--- config.mk ---
export PLATFORM = sky130hd
export DESIGN_NAME = fdiv_seq
export DESIGN_NICKNAME = d
export VERILOG_FILES = /design/src/rtl/fpu_pkg.sv /design/src/rtl/fdiv_seed_rom.sv /design/src/rtl/fdiv_seq.sv
export SDC_FILE = /design/constraint.sdc
export NUM_CORES = 2
export LEC_CHECK = 0
export BUFFER_PORTS_ARGS = -buffer_cell sky130_fd_sc_hd__buf_2
export CAP_MARGIN = 20
export CORE_MARGIN = 4
export CORE_UTILIZATION = 45
export DETAILED_ROUTE_END_ITERATION = 16
export GPL_ROUTABILITY_DRIVEN = 0
export SYNTH_ARGS = -nofsm -noshare
export SYNTH_HDL_FRONTEND = slang
export SYNTH_SLANG_ARGS = --single-unit
--- constraint.sdc ---
create_clock -name clk -period 9.65 [get_ports clk]
set_input_delay 1.93 -clock clk [delete_from_list [all_inputs] [get_ports clk]]
set_output_delay 1.93 -clock clk [all_outputs]
set_load 0.005 [all_outputs]
--- src/rtl/fpu_pkg.sv ---
// Shared single-precision field constants and the sequential divider FSM states.
package fpu_pkg;
  localparam int EXP_W        = 8;
  localparam int MAN_W        = 23;
  localparam int BIAS         = 127;
  localparam int FDIV_LATENCY = 7;

  localparam logic [EXP_W-1:0] EXP_INF   = 8'hFF;
  localparam logic [31:0]      INF_BITS  = 32'h7F80_0000;
  localparam logic [31:0]      QNAN_BITS = 32'h7FC0_0000;

  typedef enum logic [3:0] {
    ST_IDLE,
    ST_SEED,
    ST_NR1A,
    ST_NR1B,
    ST_NR2A,
    ST_NR2B,
    ST_MUL,
    ST_RND,
    ST_DONE
  } fdiv_state_e;
endpackage

--- src/rtl/fdiv_seed_rom.sv ---
// 256x8 reciprocal seed table, combinational. Entry i encodes 1/(1+i/256) as
// (256+entry)/512, i.e. the low 8 bits of a Q0.9 reciprocal whose MSB is always set.
module fdiv_seed_rom (
  input  logic [7:0] idx_i,
  output logic [7:0] seed_o
);
  function automatic logic [7:0] seed_val(input int i);
    int v;
    v = (262144 + 256 + i) / (512 + 2 * i) - 256;
    if (v > 255) v = 255;
    if (v < 0) v = 0;
    return v[7:0];
  endfunction

  logic [7:0] rom_w [256];

  for (genvar g = 0; g < 256; g++) begin : g_rom
    assign rom_w[g] = seed_val(g);
  end

  assign seed_o = rom_w[idx_i];
endmodule

--- src/rtl/fdiv_seq.sv ---
// Sequential FP32 divider: two Newton-Raphson steps on 1/x2 then one multiply by x1.
// Result appears 7 clocks after accept; held in DONE until out_ready, one op in flight.
module fdiv_seq
  import fpu_pkg::*;
#(
  parameter int SEED_BITS = 8
) (
  input  logic        clk,
  input  logic        rst,
  input  logic        in_valid,
  output logic        in_ready,
  input  logic [31:0] x1,
  input  logic [31:0] x2,
  output logic        out_valid,
  input  logic        out_ready,
  output logic [31:0] y,
  output logic        ovf,
  output logic        udf
);
  fdiv_state_e state_q;
  logic [31:0] x1_q, x2_q;
  logic [31:0] x_q;   // reciprocal estimate, Q0.32
  logic [31:0] dt_q;  // 2 - mb*x, Q1.31
  logic [63:0] q_q;   // mantissa quotient, Q1.63
  logic [31:0] y_q;
  logic        ovf_q, udf_q, out_valid_q, in_ready_q;

  logic [7:0]  seed_w;
  logic [31:0] mb1_w, mb2_w, mul_a_w, mul_b_w;
  logic [63:0] prod_w;

  fdiv_seed_rom u_seed_rom (
    .idx_i  (x2_q[MAN_W-1 -: SEED_BITS]),
    .seed_o (seed_w)
  );

  assign mb1_w = {1'b1, x1_q[MAN_W-1:0], 8'h00};
  assign mb2_w = {1'b1, x2_q[MAN_W-1:0], 8'h00};

  // Single shared multiplier; operand A is steered by state, B is always the estimate.
  always_comb begin
    mul_a_w = mb2_w;
    case (state_q)
      ST_NR1B, ST_NR2B: mul_a_w = dt_q;
      ST_MUL:           mul_a_w = mb1_w;
      default:          mul_a_w = mb2_w;
    endcase
  end
  assign mul_b_w = x_q;
  assign prod_w  = {32'd0, mul_a_w} * {32'd0, mul_b_w};

  logic               sgn_w, norm_w, g_w, r_w, s_w, rup_w;
  logic [23:0]        mant_w;
  logic [24:0]        mant_r_w;
  logic [22:0]        frac_w;
  logic signed [9:0]  e_w;
  logic [31:0]        y_w;
  logic               ovf_w, udf_w;

  always_comb begin
    sgn_w  = x1_q[31] ^ x2_q[31];
    norm_w = ~q_q[63];
    if (q_q[63]) begin
      mant_w = q_q[63:40];
      g_w    = q_q[39];
      r_w    = q_q[38];
      s_w    = |q_q[37:0];
    end else begin
      mant_w = q_q[62:39];
      g_w    = q_q[38];
      r_w    = q_q[37];
      s_w    = |q_q[36:0];
    end
    rup_w    = g_w & (r_w | s_w | mant_w[0]);
    mant_r_w = {1'b0, mant_w} + {24'd0, rup_w};
    // A rounding carry leaves 1.000..0, so the shifted fraction is all zeros.
    frac_w   = mant_r_w[24] ? mant_r_w[23:1] : mant_r_w[22:0];
    e_w = $signed({2'b00, x1_q[30:23]}) - $signed({2'b00, x2_q[30:23]}) + 10'sd127
        - $signed({9'd0, norm_w}) + $signed({9'd0, mant_r_w[24]});

    y_w   = {sgn_w, e_w[7:0], frac_w};
    ovf_w = 1'b0;
    udf_w = 1'b0;
    if (x2_q[30:23] == 8'd0) begin
      y_w   = {sgn_w, EXP_INF, 23'd0};
      ovf_w = 1'b1;
    end else if (x1_q[30:23] == 8'd0) begin
      y_w = {sgn_w, 31'd0};
    end else if (e_w > 10'sd254) begin
      y_w   = {sgn_w, INF_BITS[30:0]};
      ovf_w = 1'b1;
    end else if (e_w < 10'sd1) begin
      y_w   = {sgn_w, 31'd0};
      udf_w = 1'b1;
    end
  end

  always_ff @(posedge clk) begin
    if (rst) begin
      state_q     <= ST_IDLE;
      in_ready_q  <= 1'b1;
      out_valid_q <= 1'b0;
      y_q         <= 32'd0;
      ovf_q       <= 1'b0;
      udf_q       <= 1'b0;
      x1_q        <= 32'd0;
      x2_q        <= 32'd0;
      x_q         <= 32'd0;
      dt_q        <= 32'd0;
      q_q         <= 64'd0;
    end else begin
      case (state_q)
        ST_IDLE: begin
          if (in_valid && in_ready_q) begin
            x1_q       <= x1;
            x2_q       <= x2;
            in_ready_q <= 1'b0;
            state_q    <= ST_SEED;
          end
        end
        ST_SEED: begin
          x_q     <= {1'b1, seed_w, 23'd0};
          state_q <= ST_NR1A;
        end
        ST_NR1A: begin
          dt_q    <= 32'd0 - prod_w[63:32];
          state_q <= ST_NR1B;
        end
        ST_NR1B: begin
          x_q     <= prod_w[62:31];
          state_q <= ST_NR2A;
        end
        ST_NR2A: begin
          dt_q    <= 32'd0 - prod_w[63:32];
          state_q <= ST_NR2B;
        end
        ST_NR2B: begin
          x_q     <= prod_w[62:31];
          state_q <= ST_MUL;
        end
        ST_MUL: begin
          // A zero divisor mantissa means the reciprocal is exactly 1.0.
          q_q     <= (x2_q[MAN_W-1:0] == 23'd0) ? {1'b1, x1_q[MAN_W-1:0], 40'd0} : prod_w;
          state_q <= ST_RND;
        end
        ST_RND: begin
          y_q         <= y_w;
          ovf_q       <= ovf_w;
          udf_q       <= udf_w;
          out_valid_q <= 1'b1;
          state_q     <= ST_DONE;
        end
        ST_DONE: begin
          if (out_ready) begin
            out_valid_q <= 1'b0;
            in_ready_q  <= 1'b1;
            state_q     <= ST_IDLE;
          end
        end
        default: state_q <= ST_IDLE;
      endcase
    end
  end

  assign in_ready  = in_ready_q;
  assign out_valid = out_valid_q;
  assign y         = y_q;
  assign ovf       = ovf_q;
  assign udf       = udf_q;
endmodule
After elaboration in Yosys (flattened, before gate mapping)
Memories as Yosys holds them, arrays and structs flattened.
Index checks and enable logic that the tools add are counted.

operators by class
  $add $sub $neg = 6
  shifts and indexed selects = 0
  reduce and logical (&&, ||, !) cells = 16
  muxes and demuxes = 29
  bitwise gates (word level) = 6
  magnitude comparators = 3
  divide/modulo/power cells = 0
  equality and inequality tests = 10
  $mul = 1

operator list
  cell                                                                            count
  32-bit case mux with 2 select lines                                             2
  31-bit two-way mux                                                              4
  32-bit by 32-bit multiplier with 64-bit output                                  1
  64-bit two-way mux                                                              1
  38-bit OR reduction                                                             1
  37-bit OR reduction                                                             1
  4-bit case mux with 9 select lines                                              1
  1-bit by 32-bit subtractor with 32-bit output (first input constant)            1
  24-bit by 1-bit adder with 25-bit output                                        1
  24-bit two-way mux                                                              1
  23-bit logical NOT                                                              1
  23-bit two-way mux                                                              1
  4-bit by 3-bit equality test with 1-bit output (second input constant)          4
  8-bit logical NOT                                                               2
  8-bit two-way mux                                                               2
  1-bit two-way mux                                                               13
  10-bit by 2-bit adder with 10-bit output                                        1
  9-bit by 8-bit adder with 10-bit output (second input constant)                 1
  10-bit by 9-bit > comparator with 1-bit output (second input constant)          1
  10-bit by 2-bit less-than comparator with 1-bit output (second input constant)  1
  10-bit by 2-bit subtractor with 10-bit output                                   1
  9-bit >= comparator (second input constant)                                     1
  8-bit inverter with 9-bit output                                                1
  8-bit by 8-bit subtractor with 9-bit output                                     1
  other kinds (16)                                                                26

storage, ports and cells
  memories = 1
  bits in writable memories = 0
  bits in latches = 0
  ROM bits = 2048
  register bits = 232
  logic and storage cells = 83

memory list
  name              words  width  rd ports  clocked after memory_dff  wr ports  RTL line             RTL
  (name not given)  256    8      1         0                         0         fdiv_seed_rom.sv:21  assign seed_o = rom_w[idx_i];

Depth between registers and ports, before layout
  depth in word-level cells = 12
  depth in mapped cells = 38
  depth with buffers taken out = 33

Hierarchy
A second synthesis with hierarchy kept.

unflattened totals
  cell total of the unflattened synthesis = 5520
  area, all modules = 46996.3 µm²

by module, submodules not included
  module         area each (µm²)  cells an instance  instances
  fdiv_seq       45134.5          5248               1
  fdiv_seed_rom  1861.8           272                1

Worst setup path after synthesis
No wires, ideal clock.

  path kind = register -> register
  start = reg state_q[1]
  end = reg dt_q[21]
  buffers on the path = 3
  setup slack = 0.177 ns
  data arrival time = 9.383 ns
  clock period less this slack = 9.473 ns
  data required time = 9.559 ns
  stages on the path, launching flop included = 33
  cell sequence = dfxtp_1 clkbuf_1 nand2_1 nor3_1 nor2_1 a221o_1 clkbuf_1 and2_1 fa_1 fa_1 inv_1 fa_1 fa_1 inv_1 fa_1 fa_1 fa_1 inv_1 fa_1 inv_1 ha_1 buf_2 nand4_1 nor3_1 nand2_1 a2111oi_2 nor2_1 xnor2_1 or3_4 and4bb_2 nand2_2 or4_1 a311oi_1

between the ends
  cells in the longest elaborated chain, start to end = 5
  elaborated cells between the ends (all ways) = 10
  those cells by class = add/sub: 1; mul: 1; eq/ne: 5; mux: 1; reduce/logical: 2

ends and longest elaborated chain
  element                                                                                                                  RTL line                          RTL
  from (decl)                                                                                                              fdiv_seq.sv:20                    fdiv_state_e state_q;
  from (signal assigned)                                                                                                   fdiv_seq.sv:100                   state_q <= ST_IDLE;
  from (signal assigned)                                                                                                   fdiv_seq.sv:118                   state_q <= ST_SEED;
  from (signal assigned)                                                                                                   fdiv_seq.sv:123                   state_q <= ST_NR1A;
  4-bit by 3-bit equality test with 1-bit output / 4-bit by 2-bit equality test with 1-bit output (equally long branches)  fdiv_seq.sv:43                    case (state_q)
  2-bit OR reduction (no line)                                                                                             -
  32-bit case mux with 2 select lines                                                                                      fdiv_seq.sv:43
  32-bit by 32-bit multiplier with 64-bit output                                                                           fdiv_seq.sv:50                    assign prod_w = {32'd0, mul_a_w} * {32'd0, mul_b_w};
  1-bit by 32-bit subtractor with 32-bit output                                                                            fdiv_seq.sv:126, fdiv_seq.sv:134
  to (signal assigned)                                                                                                     fdiv_seq.sv:126                   dt_q <= 32'd0 - prod_w[63:32];
  to (signal assigned)                                                                                                     fdiv_seq.sv:134                   dt_q <= 32'd0 - prod_w[63:32];
  to (decl)                                                                                                                fdiv_seq.sv:23                    logic [31:0] dt_q;

Parallel ways exist; a longest one is shown, timed or not.
A chain may end at the register's enable or synchronous reset.

Worst setup path in the final report
  start = reg state_q[3]
  end = reg dt_q[31]

Same word-level chain as after synthesis.

==> summary.txt <==
Critical path
  • Worst Setup End Kind: flop
  • Crit path top cell by count: fa_1
  • Worst EP arrival: 9880 ps
  • Critical setup path kind: reg -> reg
  • Critical R2R Capture: dt_q[31]
  • Buf+Inv Stages, Crit Path: 9
  • Critical path startpoint category: flop
  • Top Family by Delay on Critical Path: adder cells
  • RR Startpoint: state_q[3]
  • Worst Reg2Reg Path Length in Cells: 33
  • Largest fanout on the critical path: 32
  • Crit path largest cell delay: 620 ps
  • CP Launch Point: state_q[3]
  • Slowest-stage cell, CP: xor2_1
  • Worst endpoint required time: 10140 ps
  • R2r setup slk: 260 ps

Clocking
  • Total CTS buffers: 28
  • Clk root buf: clkbuf_16
  • H-tree levels: 1
  • CTS Sinks: 232
  • CTS tree: yes
  • CTS clk-pin slew, worst paths: 60 ps
  • Clk_lat worst skew: 580 ps
  • CTS Buffer Depth: 3

Synth
  • Top_reg_cell synth: dfxtp_1
  • Syn Inst Count: 5570
  • Mapped Nets: 6831
  • Share of synthesized registers carrying an async set or reset: 0%
  • Ys Warns: 0
  • Synth cell types: 96
  • EDFF count, synth: 0
  • Synth Register Bits: 232
  • Mean Syn Cell Area: 8.443 µm²
  • Cell Area, Synth: 0.04703 mm²
  • Sequential fraction of the synthesis area: 9.877%

Floorplanning
  • Area of the die: 0.1097 mm²
  • Vert. Die Dim: 331.3 µm
  • Starting density of the core: 45.37%
  • Die Wd: 331.3 µm
  • CORE AREA: 0.1036 mm²
  • Rows: 118
  • Ports: 104

Worst hold path
  • Hold Crit Class: reg -> reg
  • Hold Path Depth: 2
  • Min-Delay Endpoint: dt_q[18]
  • Hold_sp: dt_q[18]

STA
  • Hold Slack: 456.7 ps
  • Final hold vios: 0
  • Setup WS post-layout: 257.5 ps
  • Rel. slew slack: 28.83%
  • Final Critical Period: 9393 ps
  • Worst Tran Pin Value: 1066 ps
  • Final Skew: 28.51 ps
  • Final period util: 97.33%
  • Count of pins over their slew limit: 0
  • # setup viols final: 0
  • Final setup TNS: 0 ps
  • Fmax: 0.1065 GHz

Place
  • Port-buffer cells: 103
  • Worst slack at placement: 55.82 ps
  • Post-DP HPWL: 115.3 mm

Global route
  • Gr ovfl total: 0
  • Vias in the first global route: 40.81k
  • GR Util All Layers: 26.73%
  • Largest net degree at the start of global routing: 122
  • First-pass GRT wire length: 235.5 mm
  • Antenna violations before repair: 3

Detailed routing
  • Routed len/inst: 21.20 µm
  • Initial DRC Count: 3215
  • DR vias: 39.28k
  • Antenna-violating nets left: 0
  • Detailed Routing Iterations Pass 1: 6
  • Routed WL: 148.4 mm
  • Remaining DRCs: 0
  • Vias per std cell: 5.614

Finish
  • Layout cells sized above 1: 9.453%
  • Fillers: 10.06k
  • Final nets: 6856
  • Diodes inserted: 0
  • Synth-to-Final Area Change: 9.693%

Power
  • Sequential share of power: 25.2%
  • Logic pwr share: 50.7%
  • Internal power: 2537 µW
  • Clock Power Share: 24.1%
  • Leakage: 0.02490 µW
  • P_sw: 2020 µW
  • Power per Cell Area: 88.35 mW/mm²
  • Switching part of the total: 44.33%
  • Peak supply drop: 0.0001497 V

Run status
  • Status: finished, final reports clean

Flow run
  • Max cap viols: 0
==> timing repair <==
action	CTS	global route
endpoints found under the hold margin	0	0
setup buffers	0	8
gates resized for setup	0	46
endpoints found under the setup margin	0	29
hold buffers	0	0
==> sequential cells by signal, summed over array words and instances (netlist names) <==
signal	cells
x2_q	32
state_q	4
in_ready	1
mul_b_w	32
q_q	64
x1_q	32
ovf	1
udf	1
out_valid	1
y	32
dt_q	32
==> worst min-delay path: stages, from the launching register on <==
cell and delay, ps:
dfxtp_1 310, nand3_1 60, nand2_1 50
==> layer usage <==
layer  vias to the layer above  track usage, %  wire length (µm)
li1                      17620               -                 -
met1                     19990           36.53             61980
met2                      1428           44.90             70550
met3                       248           3.024             10400
met4                         0           7.969              5432
met5                         -               0                 0
==> power groups by stage <==
stage               combinational (µW)  sequential, µW  clock (µW)
floorplan                         1420            1090           0
detailed placement                2230            1160           0
CTS                               2250            1140        1120
finish                            2310            1150        1100
global placement                  2220            1160           0
global route                      2510            1160        1150
==> cells by family after synthesis <==
group	synth area share, %
multiplexers	0.7450
adder cells (fa/ha/maj)	46.09
AND/OR/NAND/NOR	20.04
XOR/XNOR	1.636
buffers and inverters	10.54
AO/OA/AOI/OAI	11.07
flip-flops	9.877
==> cells in the final DEF, fill, tap and decap left out, types with 80 or more instances in the layout <==
cell type	n
fa_1	899
inv_1	911
nand2_1	811
a21oi_1	251
a22oi_1	80
buf_4	243
o21ai_0	116
buf_2	102
and2_1	448
nor2_1	231
dfxtp_1	219
and3_1	171
ha_1	288
==> Yosys cell counts, types with 14 or more instances <==
master / number / share of area, %
inv_1: 911 / 7.3
fa_1: 899 / 38
nand2_1: 814 / 6.5
and2_1: 449 / 6.0
clkbuf_1: 346 / 2.8
ha_1: 294 / 7.8
a21oi_1: 252 / 2.7
nor2_1: 236 / 1.9
dfxtp_1: 232 / 9.9
and3_1: 171 / 2.3
o21ai_0: 118 / 1.3
a22oi_1: 80 / 1.3
xnor2_1: 58 / 1.1
nand3_1: 54 / 0.57
a211oi_1: 49 / 0.78
nand4_1: 45 / 0.60
nor3_1: 41 / 0.44
o211ai_1: 40 / 0.64
nor4_1: 31 / 0.41
a31oi_1: 30 / 0.40
xor2_1: 28 / 0.52
a21o_1: 27 / 0.43
mux2i_1: 26 / 0.55
buf_2: 25 / 0.27
nand2b_1: 22 / 0.29
o31ai_1: 21 / 0.34
nor2b_1: 17 / 0.23
a311oi_1: 15 / 0.28
o21ai_1: 15 / 0.16
a32oi_1: 14 / 0.26
==> per-stage QoR <==
| step | total power [µW] | util [%] | instance area, µm² | cells |
|---|---|---|---|---|
| 2_1_floorplan | 2513 | - | 47030 | 5570 |
| 3_3_place_gp | 3382 | 48.36 | 50130 | 6929 |
| 3_5_place_dp | 3395 | 48.36 | 50130 | 6929 |
| 4_1_cts | 4510 | 49.29 | 51080 | 6981 |
| 5_1_grt | 4822 | 49.77 | 51580 | 6997 |
| 6_report | 4558 | 49.77 | 51580 | 6997 |
==> layout make-up <==
class,count,area (µm²),share of cell area [%]
clock buffers,36,790.8,1.533
clock inverters,16,165.2,0.3202
inverters,912,3423,6.636
multi-input cells,4036,37650,72.99
flip-flops and latches,232,4661,9.035
well taps,1380,1727,3.347
repair buffers,385,3166,6.137
==> how the worst max path moves through the flow <==
| stage | cells past startpoint | to | slack, ps |
|---|---|---|---|
| final | 33 | dt_q[31] | 260 |
| after global routing | 33 | dt_q[21] | -50 |
| after CTS | 32 | dt_q[30] | 40 |
| after detailed placement | 32 | dt_q[30] | 60 |
| after global placement | 33 | dt_q[30] | 130 |
| after floorplan | 32 | dt_q[21] | 180 |
Note: power is estimated with default switching activity, not from simulation.
